**config.mk**
```make
export PLATFORM = sky130hd
export DESIGN_NAME = tl_fragmenter_arbiter
export DESIGN_NICKNAME = d
export VERILOG_FILES = /design/src/rtl/tl_arb_pkg.sv /design/src/rtl/tl_rr_picker.sv /design/src/rtl/tl_fragmenter_arbiter.sv
export SDC_FILE = /design/constraint.sdc
export NUM_CORES = 1
export LEC_CHECK = 0
export CAP_MARGIN = 5
export CORE_AREA = 2 2 203 205
export CTS_CLUSTER_SIZE = 40
export DETAILED_ROUTE_END_ITERATION = 12
export DIE_AREA = 0 0 205 207
export SKIP_CTS_REPAIR_TIMING = 1
export SLEW_MARGIN = 10
export SYNTH_ARGS = -nofsm -noshare
export SYNTH_HDL_FRONTEND = slang
export SYNTH_SLANG_ARGS = --single-unit
```
**constraint.sdc**
```tcl
create_clock -name clock -period 7.2 [get_ports clock]
set_clock_uncertainty 0.2 [all_clocks]
set_input_delay 1.44 -clock clock [delete_from_list [all_inputs] [get_ports clock]]
set_output_delay 1.44 -clock clock [all_outputs]
set_load 0.02 [all_outputs]
```
**src/rtl/tl_arb_pkg.sv**
```systemverilog
// Shared definitions for the two-client TileLink-UL fragmenter arbiter:
// opcodes, arbiter FSM states and the Put burst-length decode.
package tl_arb_pkg;

  localparam logic [2:0] PUT_FULL    = 3'd0;
  localparam logic [2:0] PUT_PARTIAL = 3'd1;
  localparam logic [2:0] GET         = 3'd4;
  localparam logic [2:0] ACK         = 3'd0;
  localparam logic [2:0] ACK_DATA    = 3'd1;

  typedef enum logic {StIdle, StBusy} arb_state_e;

  // Number of A beats in a request; only Puts wider than one 8-byte beat are multi-beat.
  function automatic logic [4:0] beats(input logic [2:0] op, input logic [2:0] size);
    logic [4:0] n;
    n = 5'd1;
    if ((op == PUT_FULL || op == PUT_PARTIAL) && size > 3'd3) begin
      n = 5'd1 << (size - 3'd3);
    end
    return n;
  endfunction

endpackage

```
**src/rtl/tl_rr_picker.sv**
```systemverilog
// Two-way round-robin picker: a lone requester wins, a tie (or no request) goes to rr_i.
module tl_rr_picker (
  input  logic [1:0] req_i,
  input  logic       rr_i,
  output logic       sel_o
);

  always_comb begin
    sel_o = rr_i;
    case (req_i)
      2'b01:   sel_o = 1'b0;
      2'b10:   sel_o = 1'b1;
      default: sel_o = rr_i;
    endcase
  end

endmodule

```
**src/rtl/tl_fragmenter_arbiter.sv**
```systemverilog
// Shares one TLFragmenter A/D port between two TileLink-UL clients. The A channel is granted
// round-robin and held for whole Put bursts; D beats are routed back by the source tag bit.
module tl_fragmenter_arbiter
  import tl_arb_pkg::*;
#(
  parameter int unsigned ADDR_W = 12,
  parameter int unsigned DATA_W = 64,
  parameter int unsigned SRC_W  = 2
) (
  input  logic                clock,
  input  logic                reset,

  input  logic                in0_a_valid,
  output logic                in0_a_ready,
  input  logic [2:0]          in0_a_bits_opcode,
  input  logic [2:0]          in0_a_bits_param,
  input  logic [2:0]          in0_a_bits_size,
  input  logic [SRC_W-1:0]    in0_a_bits_source,
  input  logic [ADDR_W-1:0]   in0_a_bits_address,
  input  logic [DATA_W/8-1:0] in0_a_bits_mask,
  input  logic [DATA_W-1:0]   in0_a_bits_data,
  input  logic                in0_a_bits_corrupt,
  input  logic                in0_d_ready,
  output logic                in0_d_valid,
  output logic [2:0]          in0_d_bits_opcode,
  output logic [2:0]          in0_d_bits_size,
  output logic [SRC_W-1:0]    in0_d_bits_source,
  output logic [DATA_W-1:0]   in0_d_bits_data,

  input  logic                in1_a_valid,
  output logic                in1_a_ready,
  input  logic [2:0]          in1_a_bits_opcode,
  input  logic [2:0]          in1_a_bits_param,
  input  logic [2:0]          in1_a_bits_size,
  input  logic [SRC_W-1:0]    in1_a_bits_source,
  input  logic [ADDR_W-1:0]   in1_a_bits_address,
  input  logic [DATA_W/8-1:0] in1_a_bits_mask,
  input  logic [DATA_W-1:0]   in1_a_bits_data,
  input  logic                in1_a_bits_corrupt,
  input  logic                in1_d_ready,
  output logic                in1_d_valid,
  output logic [2:0]          in1_d_bits_opcode,
  output logic [2:0]          in1_d_bits_size,
  output logic [SRC_W-1:0]    in1_d_bits_source,
  output logic [DATA_W-1:0]   in1_d_bits_data,

  output logic                out_a_valid,
  input  logic                out_a_ready,
  output logic [2:0]          out_a_bits_opcode,
  output logic [2:0]          out_a_bits_param,
  output logic [2:0]          out_a_bits_size,
  output logic [SRC_W:0]      out_a_bits_source,
  output logic [ADDR_W-1:0]   out_a_bits_address,
  output logic [DATA_W/8-1:0] out_a_bits_mask,
  output logic [DATA_W-1:0]   out_a_bits_data,
  output logic                out_a_bits_corrupt,
  output logic                out_d_ready,
  input  logic                out_d_valid,
  input  logic [2:0]          out_d_bits_opcode,
  input  logic [2:0]          out_d_bits_size,
  input  logic [SRC_W:0]      out_d_bits_source,
  input  logic [DATA_W-1:0]   out_d_bits_data
);

  arb_state_e state_q, state_d;
  logic       grant_q, grant_d;
  logic       rr_q, rr_d;
  logic [4:0] rem_q, rem_d;

  logic       pick_sel;
  logic       sel;
  logic [2:0] sel_op;
  logic [2:0] sel_size;
  logic [4:0] sel_beats;
  logic       fire;
  logic       d_tag;

  tl_rr_picker u_picker (
    .req_i ({in1_a_valid, in0_a_valid}),
    .rr_i  (rr_q),
    .sel_o (pick_sel)
  );

  assign sel       = (state_q == StBusy) ? grant_q : pick_sel;
  assign sel_op    = sel ? in1_a_bits_opcode : in0_a_bits_opcode;
  assign sel_size  = sel ? in1_a_bits_size : in0_a_bits_size;
  assign sel_beats = beats(sel_op, sel_size);
  assign fire      = out_a_valid & out_a_ready;
  assign d_tag     = out_d_bits_source[SRC_W];

  always_ff @(posedge clock) begin
    if (reset) begin
      state_q <= StIdle;
      grant_q <= 1'b0;
      rr_q    <= 1'b0;
      rem_q   <= 5'd0;
    end else begin
      state_q <= state_d;
      grant_q <= grant_d;
      rr_q    <= rr_d;
      rem_q   <= rem_d;
    end
  end

  always_comb begin
    state_d = state_q;
    grant_d = grant_q;
    rr_d    = rr_q;
    rem_d   = rem_q;
    unique case (state_q)
      StIdle: begin
        // A stalled head request is locked in BUSY so its fields cannot change under valid.
        if (out_a_valid) begin
          if (!out_a_ready) begin
            state_d = StBusy;
            grant_d = sel;
            rem_d   = sel_beats;
          end else if (sel_beats == 5'd1) begin
            rr_d = ~sel;
          end else begin
            state_d = StBusy;
            grant_d = sel;
            rem_d   = sel_beats - 5'd1;
          end
        end
      end
      StBusy: begin
        if (fire) begin
          rem_d = rem_q - 5'd1;
          if (rem_q == 5'd1) begin
            state_d = StIdle;
            rr_d    = ~grant_q;
          end
        end
      end
      default: state_d = StIdle;
    endcase
  end

  always_comb begin
    out_a_valid        = ~reset & (sel ? in1_a_valid : in0_a_valid);
    out_a_bits_opcode  = sel_op;
    out_a_bits_param   = sel ? in1_a_bits_param : in0_a_bits_param;
    out_a_bits_size    = sel_size;
    out_a_bits_source  = {sel, (sel ? in1_a_bits_source : in0_a_bits_source)};
    out_a_bits_address = sel ? in1_a_bits_address : in0_a_bits_address;
    out_a_bits_mask    = sel ? in1_a_bits_mask : in0_a_bits_mask;
    out_a_bits_data    = sel ? in1_a_bits_data : in0_a_bits_data;
    out_a_bits_corrupt = sel ? in1_a_bits_corrupt : in0_a_bits_corrupt;
    in0_a_ready        = ~reset & ~sel & out_a_ready;
    in1_a_ready        = ~reset & sel & out_a_ready;

    in0_d_valid        = ~reset & ~d_tag & out_d_valid;
    in1_d_valid        = ~reset & d_tag & out_d_valid;
    out_d_ready        = ~reset & (d_tag ? in1_d_ready : in0_d_ready);
    in0_d_bits_opcode  = out_d_bits_opcode;
    in0_d_bits_size    = out_d_bits_size;
    in0_d_bits_source  = out_d_bits_source[SRC_W-1:0];
    in0_d_bits_data    = out_d_bits_data;
    in1_d_bits_opcode  = out_d_bits_opcode;
    in1_d_bits_size    = out_d_bits_size;
    in1_d_bits_source  = out_d_bits_source[SRC_W-1:0];
    in1_d_bits_data    = out_d_bits_data;
  end

endmodule

```
==> reports/qor.yml, run 1 <==
status: "finished clean"
drc: 0
cp_slowest_cell: "clkdlybuf4s50_1"
p_switching_mw: 0.309
slew-limit-headroom: 0.622
layout_setup_ws_ns: 1.10
io_buffers: 303
critical_path.cell_chain: "clkdlybuf4s50_1 > inv_1 > ha_1 > mux2i_1 > mux2_4 > inv_4 > buf_12 > nand2_1 > nand2_1 > clkdlybuf4s50_1"
setup_viol: 0
period_share: 0.847
vias: 3801
cap_violations: 0
worst-setup-path-type: "input port to primary output"
switching_share: 0.431
tightestPinTransition_ns: 0.566
wire_per_inst_um: 13.1
clockRootBuffer: "clkbuf_16"
r2r-end: "rem_q[1]$_SDFFE_PP0P_"
ir_drop_mv: 0.106
final_cell_mix: "clkdlybuf4s50_1, nand2_1, o21ai_0"
fin_setup_tns_ns: 0
cts.path.max_buffers: 2
r2r_cells: 10
p_leak_nw: 2.38
row_count: 74
top_layer: "met4"
routed_via_density: 3.10
end_kind: "primary output"
crit_fanout: 43
pwr-share-seq: 0.076
r2r_slack_ns: 3.90
slew_violations: 0
ys_warn_count: 0
syn_to_final_growth_pct: 84.6
tritoncts: "yes"
ys_seq_area_frac: 0.0518
rsz0062_at_grt: "false"
synthDistinctLibCells: 40
hold_viol: 0
synth_ff_type: "dfxtp_1"
hpwl_um: 13800
globalRoute.totalOverflow: 0
ys_ff_latch: 8
critPathLaunchType: "input port"
synthCells: 553
worstPathRequired_ns: 5.56
die_area_mm2: 0.0424
initial_utilization: 0.0766
nFillCells: 4640
syn_avg_cell_area_um2: 5.60
grt_pass1_vias: 3605
diodes: 0
grt_pass1_wl_um: 21700
clock.fmax_mhz: 164
setup.worst_path.start: "in0_a_valid"
htree_levels: 1
arrival_ns: 4.46
async_flop_share: 0
dpl.cell_count: 1222
max_stage_delay_ns: 0.61
stdcell_area_mm2: 0.00571
synth_area_mm2: 0.00309
combPwrFrac: 0.792
power_density_mw_per_mm2: 125
pwr-share-clk: 0.132
wl_met2_um: 7880
min_path_type: "flip-flop to flip-flop"
syn_nets: 831
die_y_um: 207
ant_nets: 0
routed-wl-met3_um: 2340
clk-insertion-delay-late_ns: 0.23
drtPass1Iterations: 6
antenna_found_initial: 0
drt-met1-wl_um: 5380
post-place-ws_ns: 1.05
grtUsageTotal: 0.0674
drt_iter0_drc: 160
finalNetCount: 973
layout_commonest_cell: "clkdlybuf4s50_1"
fin_cells: 1225
r2r-start: "state_q$_SDFF_PP0_"
placed_area_mm2: 0.00564
cts_sinks: 8
pin_count: 520
grt_max_degree: 48
finalCriticalPeriod_ns: 6.10
cp-endpoint: "out_a_bits_source[0]"
drive_gt1_frac: 0.0260
min_from: "rr_q$_SDFFE_PP0P_"
clk_pin_slew_ns: 0.04
coreArea_mm2: 0.0404
cts_buffers: 3
wirelength_um: 16000
die_x_um: 205
synth_edf_count: 0
p_total_mw: 0.716
gp_congestion: 0.779
internal_power_mw: 0.408
holdPathStages: 2
## metal layers
layer / track usage / vias to the layer above
met5: 0 / -
met4: 0.0208 / 0
met3: 0.0326 / 23
met2: 0.127 / 304
met1: 0.0630 / 1629
li1: - / 1845
## sequential cells by signal, indices dropped and copies added, names as in the netlist
signal and cells:
rr_q 1, state_q 1, rem_q 5, grant_q 1
## Yosys cell counts (2+ instances only)
master | number | share of area
nand2_1 | 291 | 0.35
nor3b_1 | 2 | 0.0049
inv_2 | 2 | 0.0024
a311oi_1 | 2 | 0.0057
xnor2_1 | 2 | 0.0057
o21ai_0 | 9 | 0.015
o211ai_1 | 2 | 0.0049
buf_6 | 2 | 0.0073
ha_1 | 5 | 0.020
and3_1 | 4 | 0.0081
buf_2 | 2 | 0.0032
nand3_1 | 3 | 0.0049
mux2i_1 | 7 | 0.023
clkbuf_1 | 15 | 0.018
nor2b_1 | 2 | 0.0040
nor2_1 | 7 | 0.0085
a211oi_1 | 4 | 0.0097
or2b_1 | 3 | 0.0073
buf_4 | 145 | 0.35
buf_1 | 6 | 0.0073
dfxtp_1 | 8 | 0.052
a21oi_1 | 4 | 0.0065
mux2_4 | 2 | 0.0097
mux2i_4 | 2 | 0.015
inv_1 | 7 | 0.0085
## cell families (layout without fill, tap and decap cells)
| group | count (synthesis) | in the layout | share of synthesized area |
|---|---|---|---|
| AO/OA/AOI/OAI | 29 | 29 | 0.0671 |
| XOR/XNOR | 2 | 2 | 0.00566 |
| adder cells (fa/ha/maj) | 5 | 5 | 0.0202 |
| buffers and inverters | 180 | 320 | 0.401 |
| flip-flops | 8 | 8 | 0.0518 |
| multiplexers | 11 | 11 | 0.0469 |
| AND/OR/NAND/NOR | 318 | 318 | 0.408 |
## worst min path at each step
stage and end:
6_report rr_q$_SDFFE_PP0P_, 3_3_place_gp rr_q$_SDFFE_PP0P_, 2_1_floorplan rr_q$_SDFFE_PP0P_, 5_1_grt rr_q$_SDFFE_PP0P_, 4_1_cts rr_q$_SDFFE_PP0P_, 3_5_place_dp rr_q$_SDFFE_PP0P_
## power groups by stage
stage          combinational, mW  clock (mW)  sequential (mW)
5_1_grt                    0.610      0.0986           0.0553
4_1_cts                    0.574      0.0952           0.0544
3_5_place_dp               0.570           0           0.0551
6_report                   0.567      0.0947           0.0547
2_1_floorplan              0.378           0           0.0527
3_3_place_gp               0.568           0           0.0549
## metrics by stage
stage | hold slack, ns | utilization
2_1_floorplan | 0.234 | -
3_3_place_gp | 0.259 | 0.140
3_5_place_dp | 0.270 | 0.140
4_1_cts | 0.274 | 0.141
5_1_grt | 0.305 | 0.141
6_report | 0.269 | 0.141
## layout make-up
cell class	count	area (um2)	share of cell area
repair buffers	307	3080	0.539
multi-input cells	365	1690	0.297
well taps	532	666	0.117
flip-flops and latches	8	160	0.0280
clock buffers	3	75.1	0.0131
inverters	10	40.0	0.00701
## worst max-delay path: cells and delay by family
family                     cells  cell delay (ns)
muxes                          2             0.59
and+or+nand+nor                2             0.35
buffers and inverters          5             1.69
adders and majority gates      1             0.30
Note: power is estimated with default switching activity, not from simulation.
==> inputs of run 2 (changes only) <==
CORE_AREA = 2 2 200 202   (was 2 2 203 205)
DIE_AREA = 0 0 202 204   (was 0 0 205 207)
clock period = 6.3 ns   (was 7.2 ns; I/O delays follow)
==> reports/qor.yml, run 2 (same netlist as run 1, synthesis figures left out) <==
dpl.cell_count: 1215  # was 1,222
placed_area_mm2: 0.00564  # about the same
r2r-end: "rem_q[1]$_SDFFE_PP0P_"  # unchanged
worst-setup-path-type: "input port to primary output"  # unchanged
critPathBufInv: 5  # unchanged
slew_violations: 0  # unchanged
gp_congestion: 0.808  # was 0.779
hold_viol: 0  # unchanged
critPathLaunchType: "input port"  # unchanged
p_total_mw: 0.831  # was 0.716 mW
drt-met1-wl_um: 6070  # was 5380 um
routed-wl-met3_um: 3070  # was 2340 um
max_stage_delay_ns: 0.63  # was 0.61 ns
top_layer: "met5"  # was met4
slew-limit-headroom: 0.464  # was 0.622
routed_via_density: 3.17  # was 3.10
drive_gt1_frac: 0.0346  # was 0.0260
clk_pin_slew_ns: 0.04  # about the same
setup_viol: 0  # unchanged
vias: 3863  # was 3,801
cts.path.max_buffers: 2  # unchanged
die_y_um: 204  # was 207 um
wl_met2_um: 8720  # was 7880 um
die_area_mm2: 0.0412  # was 0.0424 mm2
ir_drop_mv: 0.0957  # was 0.106 mV
rsz0062_at_grt: "false"  # unchanged
critical_path.cell_chain: "clkdlybuf4s50_1 > inv_1 > ha_1 > mux2i_1 > mux2_4 > inv_4 > buf_12 > nand2_1 > nand2_1 > clkdlybuf4s50_1"  # unchanged
drc: 0  # unchanged
cp_slowest_cell: "clkdlybuf4s50_1"  # unchanged
r2r_slack_ns: 2.89  # was 3.90 ns
arrival_ns: 4.05  # was 4.46 ns
cts_buffers: 3  # unchanged
final_cell_mix: "clkdlybuf4s50_1, nand2_1, o21ai_0"  # unchanged
syn_to_final_growth_pct: 84.8  # was 84.6%
initial_utilization: 0.0790  # was 0.0766
wire_per_inst_um: 15.2  # was 13.1 um
largest_register_ffs: 5  # unchanged
holdPathStages: 2  # unchanged
ant_nets: 0  # unchanged
clock.fmax_mhz: 182
p_leak_nw: 2.40  # was 2.38 nW
grt_pass1_vias: 3649  # was 3,605
drt_iter0_drc: 208  # was 160
clockRootBuffer: "clkbuf_16"  # unchanged
fin_cells: 1220  # was 1,225
antenna_found_initial: 2  # was 0
worstPathRequired_ns: 4.84  # was 5.56 ns
r2r-start: "state_q$_SDFF_PP0_"  # unchanged
cp-endpoint: "out_a_bits_data[44]"  # was out_a_bits_source[0]
tightestPinTransition_ns: 0.802  # was 0.566 ns
status: "finished clean"  # unchanged
r2r_cells: 11  # was 10
htree_levels: 1  # unchanged
grt_pass1_wl_um: 25100  # was 21,700 um
min_path_type: "flip-flop to flip-flop"  # unchanged
drtPass1Iterations: 4  # was 6
tritoncts: "yes"  # unchanged
period_share: 0.874
stdcell_area_mm2: 0.00572  # was 0.00571 mm2
setup.worst_path.start: "in0_a_valid"  # unchanged
fin_setup_tns_ns: 0  # unchanged
layout_commonest_cell: "clkdlybuf4s50_1"  # unchanged
cts_sinks: 8  # unchanged
grtUsageTotal: 0.0826  # was 0.0674
clk-insertion-delay-late_ns: 0.23  # about the same
die_x_um: 202  # was 205 um
regMostFlops: "rem_q"  # unchanged
crit_family: "buffers and inverters"  # unchanged
grt_max_degree: 100  # was 48
wirelength_um: 18500  # was 16,000 um
globalRoute.totalOverflow: 0  # unchanged
cp.depth: 10  # unchanged
end_kind: "primary output"  # unchanged
row_count: 73  # was 74
coreArea_mm2: 0.0392  # was 0.0404 mm2
power_density_mw_per_mm2: 145  # was 125 mW/mm2
io_buffers: 303  # unchanged
cap_violations: 0  # unchanged
finalNetCount: 973  # unchanged
crit_fanout: 38  # was 43
finalCriticalPeriod_ns: 5.51
pin_count: 520  # unchanged
hpwl_um: 15900  # was 13,800 um
[run 2: cell count changes in the layout (fill, tap and decap cells not counted)]
cell             delta
buf_4               +4
diode_2             +2
clkdlybuf4s50_1     -6
buf_12              +2
[run 2: final cells by class]
type	count	area (um2)
Inverter	10	40.0
Sequential cell	8	160
Fill cell	4479	33500
Clock buffer	3	75.1
Timing Repair Buffer	307	3090
Antenna cell	2	5.00
Multi-Input combinational cell	365	1690
Tap cell	525	657
[run 2: worst register-to-register path: cells and delay by family (launching register included)]
kind | cells | cell delay, ns
simple gates | 2 | 0.21
mux | 1 | 0.36
compound gates | 4 | 0.86
flops | 1 | 0.61
fa+ha+maj | 1 | 0.24
buf+inv | 3 | 0.84
[run 2: per-stage QoR]
step           utilization  hold WS (ns)  setup slack [ns]
2_1_floorplan            -         0.234              1.92
3_3_place_gp         0.144         0.265             0.803
3_5_place_dp         0.144         0.292             0.778
4_1_cts              0.146         0.296             0.757
5_1_grt              0.146         0.294             0.625
6_report             0.146         0.294             0.795
[run 2: how the worst min path moves through the flow]
stage                      endpoint                  from  slack (ns)
2_1_floorplan     rr_q$_SDFFE_PP0P_     rr_q$_SDFFE_PP0P_        0.23
3_3_place_gp      rr_q$_SDFFE_PP0P_     rr_q$_SDFFE_PP0P_        0.27
3_5_place_dp   grant_q$_SDFFE_PP0P_  grant_q$_SDFFE_PP0P_        0.29
4_1_cts           rr_q$_SDFFE_PP0P_     rr_q$_SDFFE_PP0P_        0.30
5_1_grt           rr_q$_SDFFE_PP0P_     rr_q$_SDFFE_PP0P_        0.29
6_report       grant_q$_SDFFE_PP0P_  grant_q$_SDFFE_PP0P_        0.29
[run 2: where the power goes]
part | switching (mW) | internal (mW)
clock network | 0.0240 | 0.0817
logic | 0.333 | 0.330
registers | 0.00609 | 0.0560
[run 2: metal layers]
metal	global-route usage	vias to the layer above
li1	-	1848
met3	0.0520	26
met4	0.0281	2
met1	0.0806	1657
met2	0.142	330
met5	0.00595	-
